File: src/rtl/vga_timing_pkg.sv
// Purpose: shared 640x480@60 raster constants and field layouts for the VGA scanner.
// Latency: n/a (constants and types only).
// Backpressure: n/a.
package vga_timing_pkg;

    // Horizontal timing in pixel ticks
    localparam int H_VIS        = 640;
    localparam int H_FP         = 16;
    localparam int H_SYNC       = 96;
    localparam int H_BP         = 48;
    localparam int H_TOTAL      = H_VIS + H_FP + H_SYNC + H_BP;
    localparam int H_SYNC_START = H_VIS + H_FP;
    localparam int H_SYNC_END   = H_SYNC_START + H_SYNC;   // exclusive

    // Vertical timing in lines
    localparam int V_VIS        = 480;
    localparam int V_FP         = 10;
    localparam int V_SYNC       = 2;
    localparam int V_BP         = 33;
    localparam int V_TOTAL      = V_VIS + V_FP + V_SYNC + V_BP;
    localparam int V_SYNC_START = V_VIS + V_FP;
    localparam int V_SYNC_END   = V_SYNC_START + V_SYNC;   // exclusive

    localparam logic SYNC_ACTIVE = 1'b0;

    // RGB565 field positions
    localparam int R_MSB = 15;
    localparam int R_LSB = 11;
    localparam int G_MSB = 10;
    localparam int G_LSB = 5;
    localparam int B_MSB = 4;
    localparam int B_LSB = 0;

    typedef struct packed {
        logic [R_MSB-R_LSB:0] r;
        logic [G_MSB-G_LSB:0] g;
        logic [B_MSB-B_LSB:0] b;
    } rgb565_t;

    // Sync/visibility bundle carried alongside the colour lookup
    typedef struct packed {
        logic hs;
        logic vs;
        logic vis;
    } sync_t;

    localparam sync_t SYNC_IDLE = '{hs: ~SYNC_ACTIVE, vs: ~SYNC_ACTIVE, vis: 1'b0};

endpackage

File: src/rtl/vga_scan_if.sv
// Purpose: bundle between the scanner, the colour lookup and the VGA connector.
// Latency: n/a (wires only).
// Backpressure: none; the raster never stalls.
interface vga_scan_if;
    logic [15:0] icolor;
    logic [9:0]  posX;
    logic [8:0]  posY;
    logic        hs;
    logic        vs;
    logic [3:0]  r;
    logic [3:0]  g;
    logic [3:0]  b;
    logic        frame_start;

    // Scanner side
    modport master (
        input  icolor,
        output posX, posY, hs, vs, r, g, b, frame_start
    );

    // Lookup / connector side
    modport slave (
        output icolor,
        input  posX, posY, hs, vs, r, g, b, frame_start
    );
endinterface

File: src/rtl/vga_delay_line.sv
// Purpose: DEPTH-stage shift register that advances only when en is high.
// Latency: DEPTH enabled cycles from d to q.
// Backpressure: none; en simply freezes all stages.
module vga_delay_line #(
    parameter int                WIDTH   = 3,
    parameter int                DEPTH   = 1,
    parameter logic [WIDTH-1:0]  RST_VAL = '0
) (
    input  logic             clk,
    input  logic             rst,
    input  logic             en,
    input  logic [WIDTH-1:0] d,
    output logic [WIDTH-1:0] q
);

    logic [DEPTH-1:0][WIDTH-1:0] stage_q, stage_d;

    // Shift one place toward the output on each enable
    always_comb begin
        stage_d = stage_q;
        if (en) begin
            stage_d[0] = d;
            for (int i = 1; i < DEPTH; i++) begin
                stage_d[i] = stage_q[i-1];
            end
        end
    end

    // Stage registers, cleared to the idle pattern on reset
    always_ff @(posedge clk) begin
        if (rst) begin
            stage_q <= {DEPTH{RST_VAL}};
        end else begin
            stage_q <= stage_d;
        end
    end

    assign q = stage_q[DEPTH-1];

endmodule

File: src/rtl/vga_scan.sv
// Purpose: 640x480 raster scanner; presents coordinates, samples colour, drives sync/RGB.
// Latency: colour, sync and blank leave LAT pixel ticks after the coordinate is presented.
// Backpressure: none; free-running raster, icolor must be valid within CLK_DIV*LAT clk.
module vga_scan
    import vga_timing_pkg::*;
#(
    parameter int CLK_DIV = 4,
    parameter int LAT     = 1
) (
    input  logic     clk,
    input  logic     rst,
    vga_scan_if.master vga
);

    localparam int               DIV_W    = $clog2(CLK_DIV);
    localparam logic [DIV_W-1:0] DIV_LAST = DIV_W'(CLK_DIV - 1);

    logic [DIV_W-1:0] div_q, div_d;
    logic             tick;
    logic [9:0]       hcnt_q, hcnt_d;
    logic [9:0]       vcnt_q, vcnt_d;
    logic [9:0]       posx_q, posx_d;
    logic [8:0]       posy_q, posy_d;
    logic             hs_q, hs_d;
    logic             vs_q, vs_d;
    logic [3:0]       r_q, r_d;
    logic [3:0]       g_q, g_d;
    logic [3:0]       b_q, b_d;
    logic             frame_start_q, frame_start_d;
    sync_t            raw;
    sync_t            dly;
    rgb565_t          col;
    logic             unused_color_lsbs;

    assign tick = (div_q == DIV_LAST);
    assign col  = vga.icolor;

    // Only the top four bits of each colour field reach the DAC
    assign unused_color_lsbs = ^{col.r[0], col.g[1:0], col.b[0]};

    // Pixel divider, raster counters and coordinates; raw sync is derived from
    // the counter value being loaded so it enters the delay line with its coordinate
    always_comb begin
        div_d  = tick ? '0 : div_q + 1'b1;
        hcnt_d = hcnt_q;
        vcnt_d = vcnt_q;
        if (tick) begin
            if (hcnt_q == 10'(H_TOTAL - 1)) begin
                hcnt_d = '0;
                vcnt_d = (vcnt_q == 10'(V_TOTAL - 1)) ? '0 : vcnt_q + 1'b1;
            end else begin
                hcnt_d = hcnt_q + 1'b1;
            end
        end
        raw.hs  = (hcnt_d >= 10'(H_SYNC_START) && hcnt_d < 10'(H_SYNC_END)) ?
                  SYNC_ACTIVE : ~SYNC_ACTIVE;
        raw.vs  = (vcnt_d >= 10'(V_SYNC_START) && vcnt_d < 10'(V_SYNC_END)) ?
                  SYNC_ACTIVE : ~SYNC_ACTIVE;
        raw.vis = (hcnt_d < 10'(H_VIS)) && (vcnt_d < 10'(V_VIS));
        posx_d  = (hcnt_d < 10'(H_VIS)) ? hcnt_d : '0;
        posy_d  = (vcnt_d < 10'(V_VIS)) ? vcnt_d[8:0] : '0;
        frame_start_d = tick && (hcnt_q == 10'(H_TOTAL - 1)) && (vcnt_q == 10'(V_TOTAL - 1));
    end

    vga_delay_line #(
        .WIDTH   (3),
        .DEPTH   (LAT),
        .RST_VAL (SYNC_IDLE)
    ) u_dly (
        .clk (clk),
        .rst (rst),
        .en  (tick),
        .d   (raw),
        .q   (dly)
    );

    // Output stage: sync and colour load together on tick; blanking forces black
    always_comb begin
        hs_d = hs_q;
        vs_d = vs_q;
        r_d  = r_q;
        g_d  = g_q;
        b_d  = b_q;
        if (tick) begin
            hs_d = dly.hs;
            vs_d = dly.vs;
            if (dly.vis) begin
                r_d = col.r[4:1];
                g_d = col.g[5:2];
                b_d = col.b[4:1];
            end else begin
                r_d = '0;
                g_d = '0;
                b_d = '0;
            end
        end
    end

    // State registers
    always_ff @(posedge clk) begin
        if (rst) begin
            div_q         <= '0;
            hcnt_q        <= '0;
            vcnt_q        <= '0;
            posx_q        <= '0;
            posy_q        <= '0;
            hs_q          <= 1'b1;
            vs_q          <= 1'b1;
            r_q           <= '0;
            g_q           <= '0;
            b_q           <= '0;
            frame_start_q <= 1'b0;
        end else begin
            div_q         <= div_d;
            hcnt_q        <= hcnt_d;
            vcnt_q        <= vcnt_d;
            posx_q        <= posx_d;
            posy_q        <= posy_d;
            hs_q          <= hs_d;
            vs_q          <= vs_d;
            r_q           <= r_d;
            g_q           <= g_d;
            b_q           <= b_d;
            frame_start_q <= frame_start_d;
        end
    end

    assign vga.posX        = posx_q;
    assign vga.posY        = posy_q;
    assign vga.hs          = hs_q;
    assign vga.vs          = vs_q;
    assign vga.r           = r_q;
    assign vga.g           = g_q;
    assign vga.b           = b_q;
    assign vga.frame_start = frame_start_q;

endmodule
File: src/flat_wrapper.sv
// flat-port wrapper written by rule: the top's interface ports become plain ports
module vga_scan_flat import vga_timing_pkg::*;
#(
    parameter int CLK_DIV = 4,
    parameter int LAT     = 1
)
  (clk, rst, vga_icolor, vga_posX, vga_posY, vga_hs, vga_vs, vga_r, vga_g, vga_b, vga_frame_start);
  vga_scan_if vga_i ();
  input  logic clk;
  input  logic rst;
  input wire logic [$bits(vga_i.icolor)-1:0] vga_icolor;
  output wire logic [$bits(vga_i.posX)-1:0] vga_posX;
  output wire logic [$bits(vga_i.posY)-1:0] vga_posY;
  output wire logic [$bits(vga_i.hs)-1:0] vga_hs;
  output wire logic [$bits(vga_i.vs)-1:0] vga_vs;
  output wire logic [$bits(vga_i.r)-1:0] vga_r;
  output wire logic [$bits(vga_i.g)-1:0] vga_g;
  output wire logic [$bits(vga_i.b)-1:0] vga_b;
  output wire logic [$bits(vga_i.frame_start)-1:0] vga_frame_start;
  assign vga_i.icolor = vga_icolor;
  assign vga_posX = vga_i.posX;
  assign vga_posY = vga_i.posY;
  assign vga_hs = vga_i.hs;
  assign vga_vs = vga_i.vs;
  assign vga_r = vga_i.r;
  assign vga_g = vga_i.g;
  assign vga_b = vga_i.b;
  assign vga_frame_start = vga_i.frame_start;
  vga_scan #(.CLK_DIV(CLK_DIV), .LAT(LAT)) u_core (.clk(clk), .rst(rst), .vga(vga_i));
endmodule
File: config.mk
export PLATFORM = sky130hd
export DESIGN_NAME = vga_scan_flat
export DESIGN_NICKNAME = d
export VERILOG_FILES = /design/src/rtl/vga_timing_pkg.sv /design/src/rtl/vga_scan_if.sv /design/src/rtl/vga_delay_line.sv /design/src/rtl/vga_scan.sv /design/src/flat_wrapper.sv
export SDC_FILE = /design/constraint.sdc
export NUM_CORES = 1
export LEC_CHECK = 0
export BUFFER_PORTS_ARGS = -buffer_cell sky130_fd_sc_hd__buf_4
export CAP_MARGIN = 40
export CORE_AREA = 2 2 72 74
export CTS_BUF_LIST = sky130_fd_sc_hd__clkbuf_8
export CTS_CLUSTER_SIZE = 12
export DETAILED_ROUTE_END_ITERATION = 10
export DIE_AREA = 0 0 74 76
export HOLD_SLACK_MARGIN = 0.02
export PLACE_DENSITY = 0.9
export SLEW_MARGIN = 40
export SYNTH_ARGS = -nofsm -noshare
export SYNTH_HDL_FRONTEND = slang
export SYNTH_SLANG_ARGS = --single-unit
File: constraint.sdc
create_clock -name clk -period 2.7 [get_ports clk]
set_input_delay 0.405 -clock clk [delete_from_list [all_inputs] [get_ports clk]]
set_output_delay 0.405 -clock clk [all_outputs]
set_load 0.05 [all_outputs]
==> flow_summary.json <==
{
  "violations": "DRC",
  "grt_usage": 0.216,
  "synth_top_cell_by_area": "dfxtp_1",
  "netlist_top_cells_area": "dfxtp_1 46%, nor2_1 5.0%, nor2b_1 4.6%, nor3_1 4.3%, a21oi_1 4.1%",
  "avgRoutedWirePerCell_um": 14.2,
  "synthCells": 285,
  "leakagePower_nw": 1.28,
  "final_util": 0.660,
  "async_reset_ff_frac": 0,
  "postCtsHoldBufs": 0,
  "drt-pass1-iter-count": 8,
  "synth_area_um2": 2560,
  "overflow": 0,
  "tns_ps": 0,
  "dieArea_um2": 5620,
  "num_vias": 2312,
  "vias_per_cell": 5.60,
  "synth_fp_nets": 307,
  "final_antenna_net_count": 0,
  "worstPathMaxFanout": 6,
  "syn_avg_cell_area_um2": 9.00,
  "grt_antenna_before_repair": 0,
  "crit_arrival_ps": 2810,
  "routabilityCongestion": 0.899,
  "synth_flop_cell": "dfxtp_1",
  "status": "complete, but fails checks",
  "layout_min_cycle_time_ps": 2610,
  "synth.top_cell.area_share": 0.461,
  "critPathCaptureType": "flip-flop",
  "syn2layout_area_growth_pct": 26.4,
  "vdd_drop_max_mv": 0.415,
  "fillers": 383,
  "cpPeakStageDelay_ps": 630,
  "cp_top_family": "simple AND/OR/NAND/NOR gates",
  "synth-seq-cells": 59,
  "slew-limit-headroom": 0.667,
  "power-per-cell-area_nw_per_um2": 530,
  "clockBufferDepth": 2,
  "critPathSlowestCell": "or4b_4",
  "fin_crit_sh": 0.968,
  "io_pins": 52,
  "drv_cap": 0,
  "pre_cts_slack_ps": 188,
  "io_buffers": 47,
  "drive_gt1_frac": 0.265,
  "cts_tree": "yes",
  "core_area_um2": 4910,
  "die_w_um": 74,
  "drcViolationCount": 1,
  "drt_iter0_drc": 212,
  "cp_data_required_time_ps": 2900,
  "fmax_ghz": 0.382,
  "dp.cells": 399,
  "initial_core_util": 0.522,
  "hp-class": "in2reg",
  "clk_latency_ps": 340,
  "htree_levels": 3,
  "fp.dieH_um": 76,
  "numCtsBuffers": 9,
  "rows": 26,
  "final_cell_count_no_fill": 413,
  "crit_buf_inv": 0,
  "cts.sinks": 59,
  "slew_violations": 0,
  "fin_nets": 362,
  "synth_edf_count": 0,
  "tightest_slew_ps": 499,
  "clk_pin_slew_ps": 60,
  "grt_pass1_wl_mm": 9.52,
  "crit_path_start_kind": "flip-flop",
  "crit_chain": "ha_1, nand4_1, or4b_4, nor3_2, xnor2_2, o31ai_4, o32ai_1",
  "ys.warnings.count": 0,
  "power.total_mw": 1.72,
  "synth-seq-area-share": 0.461,
  "setup_viol": 0,
  "antenna_cells": 0,
  "grt_pass1_vias": 2215,
  "synth.distinct_cells": 51,
  "hold_violations": 0,
  "dpl.hpwl_mm": 3.83,
  "grt_max_degree": 51,
  "wirelength_mm": 5.88,
  "root_buffer": "clkbuf_8",
  "path_class": "reg2reg",
  "fin_skew_ps": 7.64,
  "fin_ws_ps": 85.5
}
## area by class of cell
class	instances	area [µm²]	share of cell area
clock buffer	10	138	0.0425
inverter	4	15.0	0.00463
timing repair buffer	61	458	0.141
sequential	59	1180	0.364
multi-input combinational	205	1320	0.407
tap	70	87.6	0.0270
clock inverter	4	43.8	0.0135
## report_power, final
group	leakage, nW	switching (mW)	total [mW]	internal, mW
Combinational	0.705	0.0444	0.0730	0.0286
Clock	0.0992	0.324	0.758	0.434
Sequential	0.476	0.00529	0.886	0.881
Total	1.28	0.374	1.72	1.34
## cells by family (layout without fill, tap and decap cells)
| logic type | Yosys count | count (layout) | share of synthesized area |
|---|---|---|---|
| and+or+nand+nor | 139 | 139 | 0.301 |
| DFF | 59 | 59 | 0.461 |
| AOI/OAI and AO/OA | 47 | 47 | 0.126 |
| buffers and inverters | 21 | 79 | 0.0395 |
| xor gates and xnor gates | 12 | 12 | 0.0410 |
| adders and majority gates | 4 | 4 | 0.0195 |
| muxes | 3 | 3 | 0.0122 |
## cells in the final DEF (no fill, tap or decap), drive strengths merged, types with 2 or more instances in the layout
cell type	netlist	routed
or4b	2	2
nor4	2	2
nand3b	3	3
mux2i	2	2
inv	4	5
buf	4	61
and3	5	5
o21ai	3	3
nor3	22	22
xor2	6	6
o32ai	2	2
a22o	2	2
a21oi	21	21
nor3b	2	2
nand2	16	16
a31oi	5	5
ha	4	4
nor2b	19	19
and2	8	8
nor4b	3	3
clkbuf	13	10
or3	2	2
nor2	34	34
a211o	2	2
xnor2	6	6
nand4	6	6
nand3	7	7
nand2b	2	2
or2	2	2
clkinv	0	2
dfxtp	59	59
## flip-flops by register name, summed over array words and instances, names as in the netlist
name and cells:
u_core.div_q 2, u_core.hcnt_q 10, u_core.u_dly.q 3, u_core.vcnt_q 10, u_core.vga.b 4, u_core.vga.frame_start 1, u_core.vga.g 4, u_core.vga.hs 1
u_core.vga.posX 10, u_core.vga.posY 9, u_core.vga.r 4, u_core.vga.vs 1
## per-stage QoR
stage / hold slack [ps] / area, µm²
after floorplan: 404 / 2560
after global placement: 416 / 3020
after detailed placement: 439 / 3020
after CTS: 288 / 3200
after global routing: 302 / 3240
final: 296 / 3240
## worst reg2reg max path, delay by kind of cell, from the launching register on
kind / cells / cell delay, ps
compound gates: 2 / 540
xor+xnor: 1 / 180
fa+ha+maj: 1 / 200
flops: 1 / 390
simple gates: 3 / 1160
## metal layers
metal	up-vias	GRT usage	wire, µm
met5	-	0	0
met4	0	0.120	169
met3	23	0.0622	285
met2	85	0.353	2920
met1	1092	0.249	2510
li1	1112	-	-
## path summary, 6_finish.rpt
path               startpoint                end  slack, ps  cells after the start
max reg2reg  u_core.hcnt_q[0]  u_core.u_dly.q[0]         90                      7
min            vga_icolor[12]    u_core.vga.r[0]        300                      3
min reg2reg   u_core.div_q[0]    u_core.div_q[0]        450                      1
max          u_core.hcnt_q[0]  u_core.u_dly.q[0]         90                      7
## synthesized netlist by cell type (2+ instances only)
master,number
a211o_1,2
a21oi_1,21
a22o_1,2
a31oi_1,5
and2_1,8
and3_1,5
buf_4,2
buf_6,2
clkbuf_1,13
dfxtp_1,59
ha_1,4
inv_1,4
mux2i_1,2
nand2_1,16
nand2b_1,2
nand3_1,7
nand3b_1,3
nand4_1,6
nor2_1,34
nor2b_1,19
nor3_1,22
nor3b_1,2
nor4_1,2
nor4b_1,2
o21ai_0,3
o32ai_1,2
or2_2,2
xnor2_1,6
xor2_1,6
## what timing repair did
item,4_1_cts,5_1_grt
setup endpoints to repair,0,5
hold endpoints to repair,0,0
buffers inserted,0,0
gates resized for setup,0,6
No activity file was read; power rests on OpenSTA's default activity.
